<file path="config.mk">
export PLATFORM = sky130hd
export DESIGN_NAME = noc_local_injector_flat
export DESIGN_NICKNAME = d
export VERILOG_FILES = /design/src/rtl/noc_local_injector_if.sv /design/src/rtl/noc_local_injector.sv /design/src/flat_wrapper.sv
export SDC_FILE = /design/constraint.sdc
export NUM_CORES = 1
export LEC_CHECK = 0
export CORE_MARGIN = 2
export CORE_UTILIZATION = 49
export CTS_BUF_LIST = sky130_fd_sc_hd__clkbuf_4 sky130_fd_sc_hd__clkbuf_8
export DETAILED_ROUTE_END_ITERATION = 10
export PLACE_DENSITY = 0.82
export SETUP_SLACK_MARGIN = 0.02
export SYNTH_ARGS = -nofsm -noshare
export SYNTH_HDL_FRONTEND = slang
export SYNTH_SLANG_ARGS = --single-unit
</file>
<file path="constraint.sdc">
create_clock -name clock -period 2.2 [get_ports clock]
set_input_delay 0.44 -clock clock [delete_from_list [all_inputs] [get_ports clock]]
set_output_delay 0.44 -clock clock [all_outputs]
set_load 0.05 [all_outputs]
</file>
<file path="src/rtl/noc_local_injector_if.sv">
// Local-port bundle between the core-side injector and the router LOCAL input.
// slave = injector side, master = core/router side.
interface noc_local_injector_if #(
    parameter int TAM_FLIT = 16
);
    logic                req_valid;
    logic                req_ready;
    logic [TAM_FLIT-1:0] req_target;
    logic [TAM_FLIT-1:0] req_size;
    logic                pay_valid;
    logic                pay_ready;
    logic [TAM_FLIT-1:0] pay_data;
    logic                credit_i;
    logic                tx;
    logic [TAM_FLIT-1:0] data_out;
    logic                busy;
    logic                pkt_done;

    modport slave (
        input  req_valid, req_target, req_size,
        input  pay_valid, pay_data, credit_i,
        output req_ready, pay_ready, tx, data_out,
        output busy, pkt_done
    );

    modport master (
        output req_valid, req_target, req_size,
        output pay_valid, pay_data, credit_i,
        input  req_ready, pay_ready, tx, data_out,
        input  busy, pkt_done
    );
endinterface

</file>
<file path="src/rtl/noc_local_injector.sv">
// Hermes packet injector for a router LOCAL port (header, size, payload).
// NOC_INJ_SEQNUM_EN adds a per-packet sequence flit after the size flit.
module noc_local_injector #(
    parameter int                     TAM_FLIT = 16,
    parameter logic [TAM_FLIT-1:0]    ADDRESS  = '0
) (
    input  logic                clock,
    input  logic                reset,
    noc_local_injector_if.slave bus,
    output logic [TAM_FLIT-1:0] src_addr
);

`ifdef NOC_INJ_SEQNUM_EN
    typedef enum logic [1:0] {
        IDLE, SIZE, SEQ, PAYLOAD
    } state_t;
`else
    typedef enum logic [1:0] {
        IDLE, SIZE, PAYLOAD
    } state_t;
`endif

    localparam logic [TAM_FLIT-1:0] ONE = TAM_FLIT'(1);

    state_t              state_q, state_d;
    logic [TAM_FLIT-1:0] rem_q, rem_d;
    logic [TAM_FLIT-1:0] size_q, size_d;
    logic                tx_q, tx_d;
    logic [TAM_FLIT-1:0] data_q, data_d;
    logic                last_q, last_d;
    logic                done_q, done_d;
    logic                req_rdy, pay_rdy;
    logic                slot_free;
`ifdef NOC_INJ_SEQNUM_EN
    logic [TAM_FLIT-1:0] seq_q, seq_d;
`endif

    assign slot_free = !tx_q || bus.credit_i;
    assign done_d    = tx_q && bus.credit_i && last_q;

    // Next-state, flit selection and handshakes
    always_comb begin
        state_d = state_q;
        rem_d   = rem_q;
        size_d  = size_q;
        tx_d    = tx_q;
        data_d  = data_q;
        last_d  = last_q;
        req_rdy = 1'b0;
        pay_rdy = 1'b0;
`ifdef NOC_INJ_SEQNUM_EN
        seq_d   = seq_q;
`endif
        if (slot_free) begin
            tx_d   = 1'b0;
            last_d = 1'b0;
        end
        unique case (state_q)
            IDLE: begin
                req_rdy = slot_free;
                if (bus.req_valid && slot_free) begin
                    data_d  = bus.req_target;
                    tx_d    = 1'b1;
                    rem_d   = bus.req_size;
                    size_d  = bus.req_size;
                    state_d = SIZE;
                end
            end
            SIZE: begin
                if (slot_free) begin
                    tx_d = 1'b1;
`ifdef NOC_INJ_SEQNUM_EN
                    data_d  = size_q + ONE;
                    state_d = SEQ;
`else
                    data_d = size_q;
                    if (rem_q == '0) begin
                        last_d  = 1'b1;
                        state_d = IDLE;
                    end else begin
                        state_d = PAYLOAD;
                    end
`endif
                end
            end
`ifdef NOC_INJ_SEQNUM_EN
            SEQ: begin
                if (slot_free) begin
                    tx_d   = 1'b1;
                    data_d = seq_q;
                    seq_d  = seq_q + ONE;
                    if (rem_q == '0) begin
                        last_d  = 1'b1;
                        state_d = IDLE;
                    end else begin
                        state_d = PAYLOAD;
                    end
                end
            end
`endif
            PAYLOAD: begin
                pay_rdy = slot_free;
                if (bus.pay_valid && slot_free) begin
                    tx_d   = 1'b1;
                    data_d = bus.pay_data;
                    rem_d  = rem_q - ONE;
                    if (rem_q == ONE) begin
                        last_d  = 1'b1;
                        state_d = IDLE;
                    end
                end
            end
            default: state_d = IDLE;
        endcase
    end

    // State and output register update
    always_ff @(posedge clock) begin
        if (reset) begin
            state_q <= IDLE;
            rem_q   <= '0;
            size_q  <= '0;
            tx_q    <= 1'b0;
            data_q  <= '0;
            last_q  <= 1'b0;
            done_q  <= 1'b0;
`ifdef NOC_INJ_SEQNUM_EN
            seq_q   <= '0;
`endif
        end else begin
            state_q <= state_d;
            rem_q   <= rem_d;
            size_q  <= size_d;
            tx_q    <= tx_d;
            data_q  <= data_d;
            last_q  <= last_d;
            done_q  <= done_d;
`ifdef NOC_INJ_SEQNUM_EN
            seq_q   <= seq_d;
`endif
        end
    end

    assign bus.req_ready = req_rdy;
    assign bus.pay_ready = pay_rdy;
    assign bus.tx        = tx_q;
    assign bus.data_out  = data_q;
    assign bus.pkt_done  = done_q;
    assign bus.busy      = (state_q != IDLE) || tx_q;
    assign src_addr      = ADDRESS;

endmodule

</file>
<file path="src/flat_wrapper.sv">
// flat-port wrapper written by rule: the top's interface ports become plain ports
module noc_local_injector_flat 
#(
    parameter int                     TAM_FLIT = 16,
    parameter logic [TAM_FLIT-1:0]    ADDRESS  = '0
)
  (clock, reset, src_addr, bus_req_valid, bus_req_target, bus_req_size, bus_pay_valid, bus_pay_data, bus_credit_i, bus_req_ready, bus_pay_ready, bus_tx, bus_data_out, bus_busy, bus_pkt_done);
  noc_local_injector_if #(.TAM_FLIT(TAM_FLIT)) bus_i ();
  input  logic clock;
  input  logic reset;
  output logic [TAM_FLIT-1:0] src_addr;
  input wire logic [$bits(bus_i.req_valid)-1:0] bus_req_valid;
  input wire logic [$bits(bus_i.req_target)-1:0] bus_req_target;
  input wire logic [$bits(bus_i.req_size)-1:0] bus_req_size;
  input wire logic [$bits(bus_i.pay_valid)-1:0] bus_pay_valid;
  input wire logic [$bits(bus_i.pay_data)-1:0] bus_pay_data;
  input wire logic [$bits(bus_i.credit_i)-1:0] bus_credit_i;
  output wire logic [$bits(bus_i.req_ready)-1:0] bus_req_ready;
  output wire logic [$bits(bus_i.pay_ready)-1:0] bus_pay_ready;
  output wire logic [$bits(bus_i.tx)-1:0] bus_tx;
  output wire logic [$bits(bus_i.data_out)-1:0] bus_data_out;
  output wire logic [$bits(bus_i.busy)-1:0] bus_busy;
  output wire logic [$bits(bus_i.pkt_done)-1:0] bus_pkt_done;
  assign bus_i.req_valid = bus_req_valid;
  assign bus_i.req_target = bus_req_target;
  assign bus_i.req_size = bus_req_size;
  assign bus_i.pay_valid = bus_pay_valid;
  assign bus_i.pay_data = bus_pay_data;
  assign bus_i.credit_i = bus_credit_i;
  assign bus_req_ready = bus_i.req_ready;
  assign bus_pay_ready = bus_i.pay_ready;
  assign bus_tx = bus_i.tx;
  assign bus_data_out = bus_i.data_out;
  assign bus_busy = bus_i.busy;
  assign bus_pkt_done = bus_i.pkt_done;
  noc_local_injector #(.TAM_FLIT(TAM_FLIT), .ADDRESS(ADDRESS)) u_core (.clock(clock), .reset(reset), .bus(bus_i), .src_addr(src_addr));
endmodule
</file>
==> impl_metrics.tcl <==
set metrics [dict create \
    rsz0062_at_grt "yes" \
    power_leakage_nw 1.53 \
    placed_cells 518 \
    gr-total-overflow 0 \
    grt_use_total_pct 24.9 \
    synth_edf_count 0 \
    yosysUniqueCellTypes 48 \
    drtIter0Drc 300 \
    gp_congestion 0.930 \
    critPathMaxFanout 20 \
    drive_above_1_share_pct 9.09 \
    insertion_delay_ps 310 \
    crit_path_start_kind "flip-flop" \
    fmax_mhz 477 \
    io_buffers 73 \
    core_area_um2 5890 \
    cellPowerDensity_nw_per_um2 1580 \
    route.detailed.drc 0 \
    initial_utilization_pct 50.1 \
    holdBufCountCts 0 \
    die_y_um 81.6 \
    synth_flop_cell "dfxtp_1" \
    path_clk_slew_ps 100 \
    vias_per_cell 5.75 \
    yosysSeqAreaShare_pct 36.0 \
    grt_pass1_wl_mm 13.1 \
    vias 3024 \
    synthCells 378 \
    rows 28 \
    slew_violations 0 \
    syn-cell-area_um2 2950 \
    max_cap_viol_count 0 \
    die_width_um 81.6 \
    pin_count 90 \
    layout.nets 510 \
    fin_crit_ps 2100 \
    cts.sinks 53 \
    worstSetupEndpointType "output pin" \
    required_ps 1760 \
    synth_area_per_cell_um2 7.81 \
    ant_nets 0 \
    skew_ps 3.22 \
    dp_hpwl_mm 5.70 \
    worstMarginPinSlew_ps 500 \
    synthArstFlopShare_pct 0 \
    cts_buffers 5 \
    antenna_found_initial 0 \
    fin_crit_sh_pct 95.3 \
    grt_max_degree 33 \
    relSlewSlack_pct 66.3 \
    status "finished clean" \
    wl_per_cell_um 15.1 \
    final_cells 526 \
    tritoncts "built" \
    setup_viol 0 \
    setup.worst_path.class "flip-flop to output pin" \
    diodes 0 \
    synthToLayoutAreaGrowth_pct 32.2 \
    setup_slack_ps 104 \
    post-route-util_pct 66.3 \
    drtPass1Iterations 5 \
    cp.arrival_ps 1660 \
    grt_pass1_vias 2822 \
    clockBufferDepth 2 \
    hold_viol_final 0 \
    wl_mm 7.94 \
    clock-root-buffer "clkbuf_8" \
    h-tree-depth 2 \
    ys_seq_elements 53 \
    peakVddDrop_mv 1.42 \
    yosysWarningCount 0 \
    hp-class "flip-flop to flip-flop" \
    dpl_worst_slack_ps -102 \
    die-area_um2 6660 \
]
report_power, final:
group          internal (mW)  switching (mW)  leakage (nW)
Sequential              1.31           0.303         0.436
Clock                  0.354           0.331        0.0588
Combinational           1.53            2.33          1.03
Total                   3.19            2.97          1.53
sequential cells by signal, indices dropped and copies added (netlist names):
register             cells
u_core.state_q           2
u_core.last_q            1
u_core.rem_q            16
u_core.bus.pkt_done      1
u_core.bus.tx            1
u_core.bus.data_out     16
u_core.size_q           16
cell usage in the layout, fill, tap and decap left out, types with 5 or more instances in the layout:
master and instances:
conb_1 16, ha_1 6, mux2i_1 20, a21oi_1 53
inv_1 10, clkdlybuf4s50_1 69, dfxtp_1 53, nand3_1 6
buf_4 19, a22oi_1 17, nor2_1 48, o21ai_0 11
nand2_1 44, clkbuf_8 5, nand2b_1 7
per-layer routing:
layer  up-vias  track usage [%]  share of wire, %
li1       1445                -                 -
met1      1440             30.9                42
met2       122             43.2                50
met3        17             4.73               6.4
met4         0             8.50               1.9
met5         -                0                 0
final timing paths:
path	startpoint	end	slack, ps	cells past startpoint
worst max-delay path	u_core.state_q[0]	bus_pay_ready	100	6
worst min-delay path	u_core.size_q[11]	u_core.size_q[11]	470	2
worst max register to register	u_core.state_q[0]	u_core.rem_q[10]	200	8
worst min register to register	u_core.size_q[11]	u_core.size_q[11]	470	2
repair_timing:
action	CTS	global route
buffers inserted	0	0
setup endpoints to repair	1	2
gates resized for setup	2	2
kinds of logic (layout without fill, tap and decap cells):
logic type | count (synthesis) | in the layout | synth area share [%]
fa+ha+maj | 7 | 7 | 2.97
flops | 53 | 53 | 36.0
mux | 21 | 21 | 7.17
compound gates | 107 | 107 | 22.2
buf+inv | 52 | 110 | 9.12
other cells | 1 | 16 | 0.127
simple gates | 137 | 137 | 22.5
synthesized netlist by cell type, types with 2 or more instances:
library cell | n | area [µm²]
a21oi_1 | 53 | 265
dfxtp_1 | 53 | 1060
nor2_1 | 49 | 184
nand2_1 | 44 | 165
mux2i_1 | 20 | 200
clkbuf_1 | 19 | 71.3
a22oi_1 | 17 | 128
buf_4 | 17 | 128
o21ai_0 | 11 | 55.1
inv_1 | 10 | 37.5
nand2b_1 | 8 | 50.1
ha_1 | 7 | 87.6
nand3_1 | 6 | 30.0
nand4_1 | 4 | 25.0
nor2b_1 | 4 | 25.0
nor3_1 | 4 | 20.0
nor4_1 | 4 | 25.0
o22ai_1 | 4 | 25.0
o32ai_1 | 4 | 35.0
buf_1 | 3 | 11.3
o211ai_1 | 3 | 22.5
a211oi_1 | 2 | 15.0
a21o_1 | 2 | 15.0
a221oi_1 | 2 | 17.5
and4_1 | 2 | 17.5
buf_2 | 2 | 10.0
nor3_4 | 2 | 32.5
or3_1 | 2 | 12.5
cell type report:
cell class,count,area [µm²]
Inverter,10,37.5
Timing Repair Buffer,92,898
Tap cell,75,93.8
Clock buffer,6,76.3
Fill cell,512,1990
Sequential cell,53,1060
Multi-Input combinational cell,288,1690
Clock inverter,2,38.8
worst max-delay path: stages (launching register included):
cell and delay [ps]:
dfxtp_1 350, inv_1 160, ha_4 220, inv_1 90, buf_4 210, nor2_2 170, buf_12 150
metrics by stage:
step,TNS (ps),power [mW],hold WS (ps),instance area [µm²]
after floorplan,0,4.24,437,3010
after global placement,-9.75,5.31,448,3770
after detailed placement,-464,5.40,454,3770
after CTS,0,6.12,468,3890
after global routing,0,6.59,491,3900
final,0,6.15,466,3900
No activity file was read; power rests on OpenSTA's default activity.
